### config.mk
export PLATFORM = sky130hd
export DESIGN_NAME = regfile_write_arbiter
export DESIGN_NICKNAME = d
export VERILOG_FILES = /design/src/rtl/regfile_write_arbiter_pkg.sv /design/src/rtl/regfile_write_arbiter_scoreboard.sv /design/src/rtl/regfile_write_arbiter.sv
export SDC_FILE = /design/constraint.sdc
export NUM_CORES = 1
export LEC_CHECK = 0
export ABC_AREA = 1
export CAP_MARGIN = 20
export CORE_MARGIN = 5
export CORE_UTILIZATION = 46
export DETAILED_ROUTE_END_ITERATION = 16
export HOLD_SLACK_MARGIN = 0.1
export MAX_ROUTING_LAYER = met4
export PLACE_DENSITY = 0.81
export SYNTH_ARGS = -nofsm -noshare
export SYNTH_HDL_FRONTEND = slang
export SYNTH_SLANG_ARGS = --single-unit
### constraint.sdc
create_clock -name clk -period 2 [get_ports clk]
set_clock_uncertainty 0.2 [all_clocks]
set_input_delay 0.4 -clock clk [delete_from_list [all_inputs] [get_ports clk]]
set_output_delay 0.4 -clock clk [all_outputs]
set_load 0.02 [all_outputs]
### src/rtl/regfile_write_arbiter_pkg.sv
// Shared constants for the register-file write path: width codes and port selects.
package regfile_write_arbiter_pkg;

    localparam int unsigned WIDTH_CODE_W = 4;

    // Width codes understood by the register file
    localparam logic [WIDTH_CODE_W-1:0] BYTE = 4'd1;
    localparam logic [WIDTH_CODE_W-1:0] HALF = 4'd2;
    localparam logic [WIDTH_CODE_W-1:0] WORD = 4'd4;

    typedef enum logic {
        PORT_A = 1'b0,
        PORT_B = 1'b1
    } port_sel_e;

    // True for a width code the register file can commit
    function automatic logic width_legal(input logic [WIDTH_CODE_W-1:0] code);
        return (code == BYTE) || (code == HALF) || (code == WORD);
    endfunction

endpackage

### src/rtl/regfile_write_arbiter_scoreboard.sv
// Pending-write scoreboard: one bit per register owned by the long-latency unit.
module regfile_scoreboard
    import regfile_write_arbiter_pkg::*;
#(
    parameter int unsigned REG_NUMBER     = 32,
    parameter int unsigned REG_ADDR_WIDTH = $clog2(REG_NUMBER)
) (
    input  logic                      clk,
    input  logic                      rst_n,
    input  logic                      set_valid,
    input  logic [REG_ADDR_WIDTH-1:0] set_addr,
    input  logic                      clr_valid,
    input  logic [REG_ADDR_WIDTH-1:0] clr_addr,
    input  logic [REG_ADDR_WIDTH-1:0] query1_addr,
    input  logic [REG_ADDR_WIDTH-1:0] query2_addr,
    output logic                      query1_busy,
    output logic                      query2_busy
);

    logic [REG_NUMBER-1:0] pending_q;
    logic [REG_NUMBER-1:0] pending_d;

    // Clear on the B write leaving the output stage; a same-edge issue re-marks the register
    always_comb begin
        pending_d = pending_q;
        if (clr_valid) begin
            pending_d[clr_addr] = 1'b0;
        end
        if (set_valid && (set_addr != '0)) begin
            pending_d[set_addr] = 1'b1;
        end
    end

    // Pending vector state
    always_ff @(posedge clk or negedge rst_n) begin
        if (!rst_n) begin
            pending_q <= '0;
        end else begin
            pending_q <= pending_d;
        end
    end

    // Busy lookups, bypassed by the B write currently presented to the register file
    always_comb begin
        query1_busy = (query1_addr != '0) && pending_q[query1_addr]
                      && !(clr_valid && (clr_addr == query1_addr));
        query2_busy = (query2_addr != '0) && pending_q[query2_addr]
                      && !(clr_valid && (clr_addr == query2_addr));
    end

endmodule

### src/rtl/regfile_write_arbiter.sv
// Round-robin arbiter sharing the register-file write port between pipeline (A) and mul/div (B).
module regfile_write_arbiter
    import regfile_write_arbiter_pkg::*;
#(
    parameter int unsigned REG_NUMBER     = 32,
    parameter int unsigned REG_ADDR_WIDTH = $clog2(REG_NUMBER),
    parameter int unsigned DATA_WIDTH     = 32
) (
    input  logic                      clk,
    input  logic                      reset,
    input  logic                      a_valid,
    output logic                      a_ready,
    input  logic [REG_ADDR_WIDTH-1:0] a_addr,
    input  logic [WIDTH_CODE_W-1:0]   a_width,
    input  logic [DATA_WIDTH-1:0]     a_data,
    input  logic                      b_valid,
    output logic                      b_ready,
    input  logic [REG_ADDR_WIDTH-1:0] b_addr,
    input  logic [WIDTH_CODE_W-1:0]   b_width,
    input  logic [DATA_WIDTH-1:0]     b_data,
    input  logic                      issue_valid,
    input  logic [REG_ADDR_WIDTH-1:0] issue_addr,
    input  logic [REG_ADDR_WIDTH-1:0] query1_addr,
    input  logic [REG_ADDR_WIDTH-1:0] query2_addr,
    output logic                      query1_busy,
    output logic                      query2_busy,
    output logic                      rf_write_enable,
    output logic [WIDTH_CODE_W-1:0]   rf_write_width,
    output logic [REG_ADDR_WIDTH-1:0] rf_write_reg_addr,
    output logic [DATA_WIDTH-1:0]     rf_write_data,
    output logic                      width_error
);

    logic                      a_grant_c;
    logic                      b_grant_c;
    logic                      xfer_c;
    logic [REG_ADDR_WIDTH-1:0] sel_addr_c;
    logic [WIDTH_CODE_W-1:0]   sel_width_c;
    logic [DATA_WIDTH-1:0]     sel_data_c;

    port_sel_e                 last_grant_q, last_grant_d;
    logic                      rf_we_q, rf_we_d;
    logic [WIDTH_CODE_W-1:0]   rf_width_q, rf_width_d;
    logic [REG_ADDR_WIDTH-1:0] rf_addr_q, rf_addr_d;
    logic [DATA_WIDTH-1:0]     rf_data_q, rf_data_d;
    logic                      out_b_q, out_b_d;
    logic                      width_error_q, width_error_d;

    // Round-robin grant; nothing is accepted while reset is asserted
    always_comb begin
        a_grant_c = 1'b0;
        b_grant_c = 1'b0;
        if (reset) begin
            if (a_valid && b_valid) begin
                if (last_grant_q == PORT_B) begin
                    a_grant_c = 1'b1;
                end else begin
                    b_grant_c = 1'b1;
                end
            end else begin
                a_grant_c = a_valid;
                b_grant_c = b_valid;
            end
        end
    end

    assign a_ready     = a_grant_c;
    assign b_ready     = b_grant_c;
    assign xfer_c      = a_grant_c || b_grant_c;
    assign sel_addr_c  = b_grant_c ? b_addr  : a_addr;
    assign sel_width_c = b_grant_c ? b_width : a_width;
    assign sel_data_c  = b_grant_c ? b_data  : a_data;

    // Output stage next state: register the winner, suppress r0 and illegal-width commits
    always_comb begin
        rf_we_d       = 1'b0;
        rf_width_d    = rf_width_q;
        rf_addr_d     = rf_addr_q;
        rf_data_d     = rf_data_q;
        out_b_d       = 1'b0;
        width_error_d = width_error_q;
        last_grant_d  = last_grant_q;
        if (xfer_c) begin
            rf_we_d      = width_legal(sel_width_c) && (sel_addr_c != '0);
            rf_width_d   = sel_width_c;
            rf_addr_d    = sel_addr_c;
            rf_data_d    = sel_data_c;
            out_b_d      = b_grant_c;
            last_grant_d = b_grant_c ? PORT_B : PORT_A;
            if (!width_legal(sel_width_c)) begin
                width_error_d = 1'b1;
            end
        end
    end

    // Output stage, sticky error and arbitration history
    always_ff @(posedge clk or negedge reset) begin
        if (!reset) begin
            rf_we_q       <= 1'b0;
            rf_width_q    <= '0;
            rf_addr_q     <= '0;
            rf_data_q     <= '0;
            out_b_q       <= 1'b0;
            width_error_q <= 1'b0;
            last_grant_q  <= PORT_B;
        end else begin
            rf_we_q       <= rf_we_d;
            rf_width_q    <= rf_width_d;
            rf_addr_q     <= rf_addr_d;
            rf_data_q     <= rf_data_d;
            out_b_q       <= out_b_d;
            width_error_q <= width_error_d;
            last_grant_q  <= last_grant_d;
        end
    end

    assign rf_write_enable   = rf_we_q;
    assign rf_write_width    = rf_width_q;
    assign rf_write_reg_addr = rf_addr_q;
    assign rf_write_data     = rf_data_q;
    assign width_error       = width_error_q;

    regfile_scoreboard #(
        .REG_NUMBER     (REG_NUMBER),
        .REG_ADDR_WIDTH (REG_ADDR_WIDTH)
    ) u_scoreboard (
        .clk         (clk),
        .rst_n       (reset),
        .set_valid   (issue_valid),
        .set_addr    (issue_addr),
        .clr_valid   (out_b_q),
        .clr_addr    (rf_addr_q),
        .query1_addr (query1_addr),
        .query2_addr (query2_addr),
        .query1_busy (query1_busy),
        .query2_busy (query2_busy)
    );

endmodule

==> impl_metrics.prom <==
# TYPE chip_impl_metric gauge
chip_impl_info{name="ys.flop_type",value="dfrtp_1"} 1
chip_impl_metric{name="grt_pass1_wl",unit="mm"} 23.7
chip_impl_metric{name="finish.utilization",unit="%"} 70.7
chip_impl_metric{name="start_util",unit="%"} 47.0
chip_impl_metric{name="cell_area_after_synthesis",unit="mm2"} 0.00435
chip_impl_metric{name="postSynthNetCount",unit=""} 709
chip_impl_metric{name="critical_path.max_fanout",unit=""} 4
chip_impl_metric{name="placer_s_final_routability_congestion_estimate",unit=""} 0.976
chip_impl_metric{name="global_route.usage.total",unit="%"} 26.7
chip_impl_metric{name="finalWirelength",unit="mm"} 14.9
chip_impl_metric{name="synthToLayoutAreaGrowth",unit="%"} 50.3
chip_impl_metric{name="totalNegativeSetupSlack",unit="ns"} -0.298
chip_impl_metric{name="avgRoutedWirePerCell",unit="um"} 16.1
chip_impl_metric{name="place.port_buffers",unit=""} 148
chip_impl_metric{name="drtPass1Iterations",unit=""} 5
chip_impl_metric{name="clock_transition_time_at_the_flip_flop_clock_pins_of_the_worst_setup_and_hold_paths",unit="ns"} 0.08
chip_impl_metric{name="power.ir.vdd_worst",unit="mV"} 0.508
chip_impl_metric{name="synth.distinct_cells",unit=""} 30
chip_impl_metric{name="avgSynthCellArea",unit="um2"} 7.16
chip_impl_metric{name="postSynth.asyncResetShare",unit="%"} 100
chip_impl_info{name="worstSetupPathType",value="primary input to output pin"} 1
chip_impl_info{name="crit_chain",value="dlygate4sd2_1, buf_4, nand2_1, nand3_1, nor4_2, a21oi_2, buf_4"} 1
chip_impl_metric{name="grt_max_degree",unit=""} 51
chip_impl_metric{name="die_y",unit="um"} 107
chip_impl_metric{name="drc",unit=""} 0
chip_impl_info{name="tritoncts_clock_tree",value="done"} 1
chip_impl_metric{name="htreeDepth",unit=""} 3
chip_impl_metric{name="worstSkewPairLatency",unit="ns"} 0.35
chip_impl_metric{name="post-route-worst-setup-slack",unit="ns"} -0.185
chip_impl_metric{name="final-setup-viol-count",unit=""} 2
chip_impl_metric{name="viasPerCell",unit=""} 5.39
chip_impl_metric{name="max_slew_margin",unit="%"} 62.3
chip_impl_metric{name="arrival_time_of_the_worst_setup_path",unit="ns"} 1.58
chip_impl_metric{name="layout.cells.non_filler",unit=""} 927
chip_impl_metric{name="grt_antenna_before_repair",unit=""} 0
chip_impl_metric{name="whs",unit="ns"} 0.273
chip_impl_info{name="status",value="complete, but fails checks"} 1
chip_impl_info{name="worst_path_max_delay_cell",value="nor4_2"} 1
chip_impl_metric{name="max_clock_freq",unit="MHz"} 458
chip_impl_metric{name="synthDominantCellAreaShare",unit="%"} 43.8
chip_impl_metric{name="num_rows",unit=""} 35
chip_impl_metric{name="finalHoldViolations",unit=""} 0
chip_impl_info{name="post-synth-top-count-cell",value="nand2_1"} 1
chip_impl_metric{name="clk_path_buf_depth",unit=""} 2
chip_impl_metric{name="antenna_cells",unit=""} 0
chip_impl_metric{name="drt_iter0_drc",unit=""} 283
chip_impl_metric{name="fp.coreArea",unit="mm2"} 0.00924
chip_impl_metric{name="p_total",unit="mW"} 5.80
chip_impl_metric{name="antenna_violating_nets_post_route",unit=""} 0
chip_impl_info{name="violations",value="negative setup slack"} 1
chip_impl_metric{name="dp_cells",unit=""} 903
chip_impl_metric{name="number_of_global_route_vias_before_repair",unit=""} 4998
chip_impl_metric{name="die_width",unit="um"} 107
chip_impl_info{name="critical_path.most_common_cell",value="buf_4"} 1
chip_impl_metric{name="design.final.nets",unit=""} 895
chip_impl_metric{name="die_area",unit="mm2"} 0.0115
chip_impl_metric{name="max_stage_delay",unit="ns"} 0.34
chip_impl_metric{name="final_layout_size_suffix_gt1_share",unit="%"} 15.4
chip_impl_metric{name="tritoncts.num_buffers",unit=""} 9
chip_impl_info{name="setup.worst_path.end_class",value="output pin"} 1
chip_impl_metric{name="synthesis.yosys.warnings",unit=""} 0
chip_impl_metric{name="required_time_at_the_endpoint_of_the_critical_path",unit="ns"} 1.40
chip_impl_metric{name="max_slew.worst_pin.slew",unit="ns"} 0.565
chip_impl_metric{name="fin_area",unit="mm2"} 0.00653
chip_impl_metric{name="period_minus_slack",unit="ns"} 2.18
chip_impl_metric{name="edff_count_synth",unit=""} 0
chip_impl_metric{name="post_dp_cell_area",unit="mm2"} 0.00620
chip_impl_metric{name="detailed_place_hpwl",unit="mm"} 11.3
chip_impl_info{name="min_path_type",value="flip-flop to flip-flop"} 1
chip_impl_metric{name="post-place-ws",unit="ns"} -0.934
chip_impl_metric{name="p_per_area",unit="mW/mm2"} 888
chip_impl_metric{name="io-pin-count",unit=""} 149
chip_impl_info{name="setup.worst_path.start_class",value="primary input"} 1
chip_impl_info{name="cts_root_buffer",value="clkbuf_8"} 1
chip_impl_info{name="rsz0062_at_grt",value="yes"} 1
chip_impl_info{name="synth_common_cells",value="190 x nand2_1, 76 x dfrtp_1, 75 x o21ai_0"} 1
chip_impl_metric{name="yosys_register_bits",unit=""} 77
chip_impl_metric{name="clock_sinks",unit=""} 77
chip_impl_metric{name="max_cap_viol_count",unit=""} 0
chip_impl_metric{name="p_leak",unit="nW"} 3.01
chip_impl_info{name="synth_top_area_cell",value="dfrtp_1"} 1
chip_impl_info{name="netlist_top_cells_area",value="dfrtp_1 44%, nand2_1 16%, o21ai_0 8.6%"} 1
chip_impl_metric{name="final_min_period_over_clock_period",unit="%"} 109
chip_impl_metric{name="globalRouteOverflowTotal",unit=""} 0
chip_impl_metric{name="final_slew_violations",unit=""} 0
chip_impl_metric{name="seq_area_frac_synth",unit="%"} 44.4
chip_impl_metric{name="syn_inst",unit=""} 607
chip_impl_metric{name="num_vias",unit=""} 4992
-- worst max-delay path, delay by kind of cell --
kind                   cells  cell delay (ns)
and+or+nand+nor            3             0.50
AOI/OAI and AO/OA          1             0.06
buffers and inverters      3             0.63
-- cells in the final DEF, fill, tap and decap left out, types with 4 or more instances in the layout --
| master | instances |
|---|---|
| o21ai_0 | 75 |
| buf_4 | 46 |
| dfrtp_1 | 75 |
| dlygate4sd2_1 | 10 |
| buf_2 | 4 |
| nor2_1 | 38 |
| nor2_2 | 4 |
| nand3_1 | 63 |
| a31oi_1 | 34 |
| inv_2 | 18 |
| o21ai_1 | 5 |
| buf_6 | 6 |
| nand2_1 | 184 |
| inv_1 | 44 |
| nand2_2 | 6 |
| nand3_2 | 5 |
| clkdlybuf4s50_1 | 125 |
| clkbuf_8 | 9 |
-- metal layers --
| metal | share of wire [%] | routed length [um] | global-route usage (%) | up-vias |
|---|---|---|---|---|
| li1 | - | - | - | 2362 |
| met1 | 39 | 5750 | 31.9 | 2306 |
| met2 | 49 | 7250 | 43.5 | 285 |
| met3 | 9.3 | 1380 | 5.54 | 39 |
| met4 | 3.3 | 497 | 12.2 | 0 |
| met5 | 0 | 0 | - | - |
-- sequential cells by signal, summed over array words and instances (netlist names) --
signal and flops:
out_b_q 1, last_grant_q 1, u_scoreboard.pending_q 32, rf_write_data 32, width_error 1, rf_write_enable 1
rf_write_reg_addr 5, rf_write_width 4
-- worst paths after layout --
path	start	depth (start not counted)	to	slack, ns
setup / recovery	query2_addr[3]	7	query2_busy	-0.18
hold / removal	width_error	2	width_error	0.27
setup reg to reg	last_grant_q	10	rf_write_enable	0.14
hold reg to reg	width_error	2	width_error	0.27
max in group asynchronous	reset	3	rf_write_data[31]	0.68
min in group asynchronous	reset	3	u_scoreboard.pending_q[13]	0.47
-- cell families (layout without fill, tap and decap cells) --
logic type / Yosys count / in the layout / share of synthesized area, %
xor gates and xnor gates: 1 / 1 / 0.202
buffers and inverters: 92 / 283 / 9.30
and+or+nand+nor: 308 / 308 / 29.5
DFF: 77 / 77 / 44.4
AOI/OAI and AO/OA: 129 / 129 / 16.7
-- where the power goes --
group | total (mW) | switching [mW] | internal [mW] | leakage [nW]
Combinational | 2.38 | 1.33 | 1.05 | 2.10
Sequential | 2.25 | 0.262 | 1.98 | 0.825
Clock | 1.17 | 0.597 | 0.575 | 0.0923
-- what timing repair did --
item | 4_1_cts | 5_1_grt
endpoints found under the hold margin | 76 | 0
pin swaps | 4 | 8
resized for setup | 67 | 26
buffers inserted | 1 | 2
cloned | 3 | 1
hold buffers | 1 | 0
setup endpoints to repair | 9 | 8
-- final cells by class --
class,count,area [um2]
clock buffers,10,128
clock inverters,6,63.8
fillers,734,2710
inverters,66,254
multi-input cells,438,2090
flip-flops and latches,77,1930
well taps,129,161
repair buffers,201,1910
Note: power is estimated with default switching activity, not from simulation.
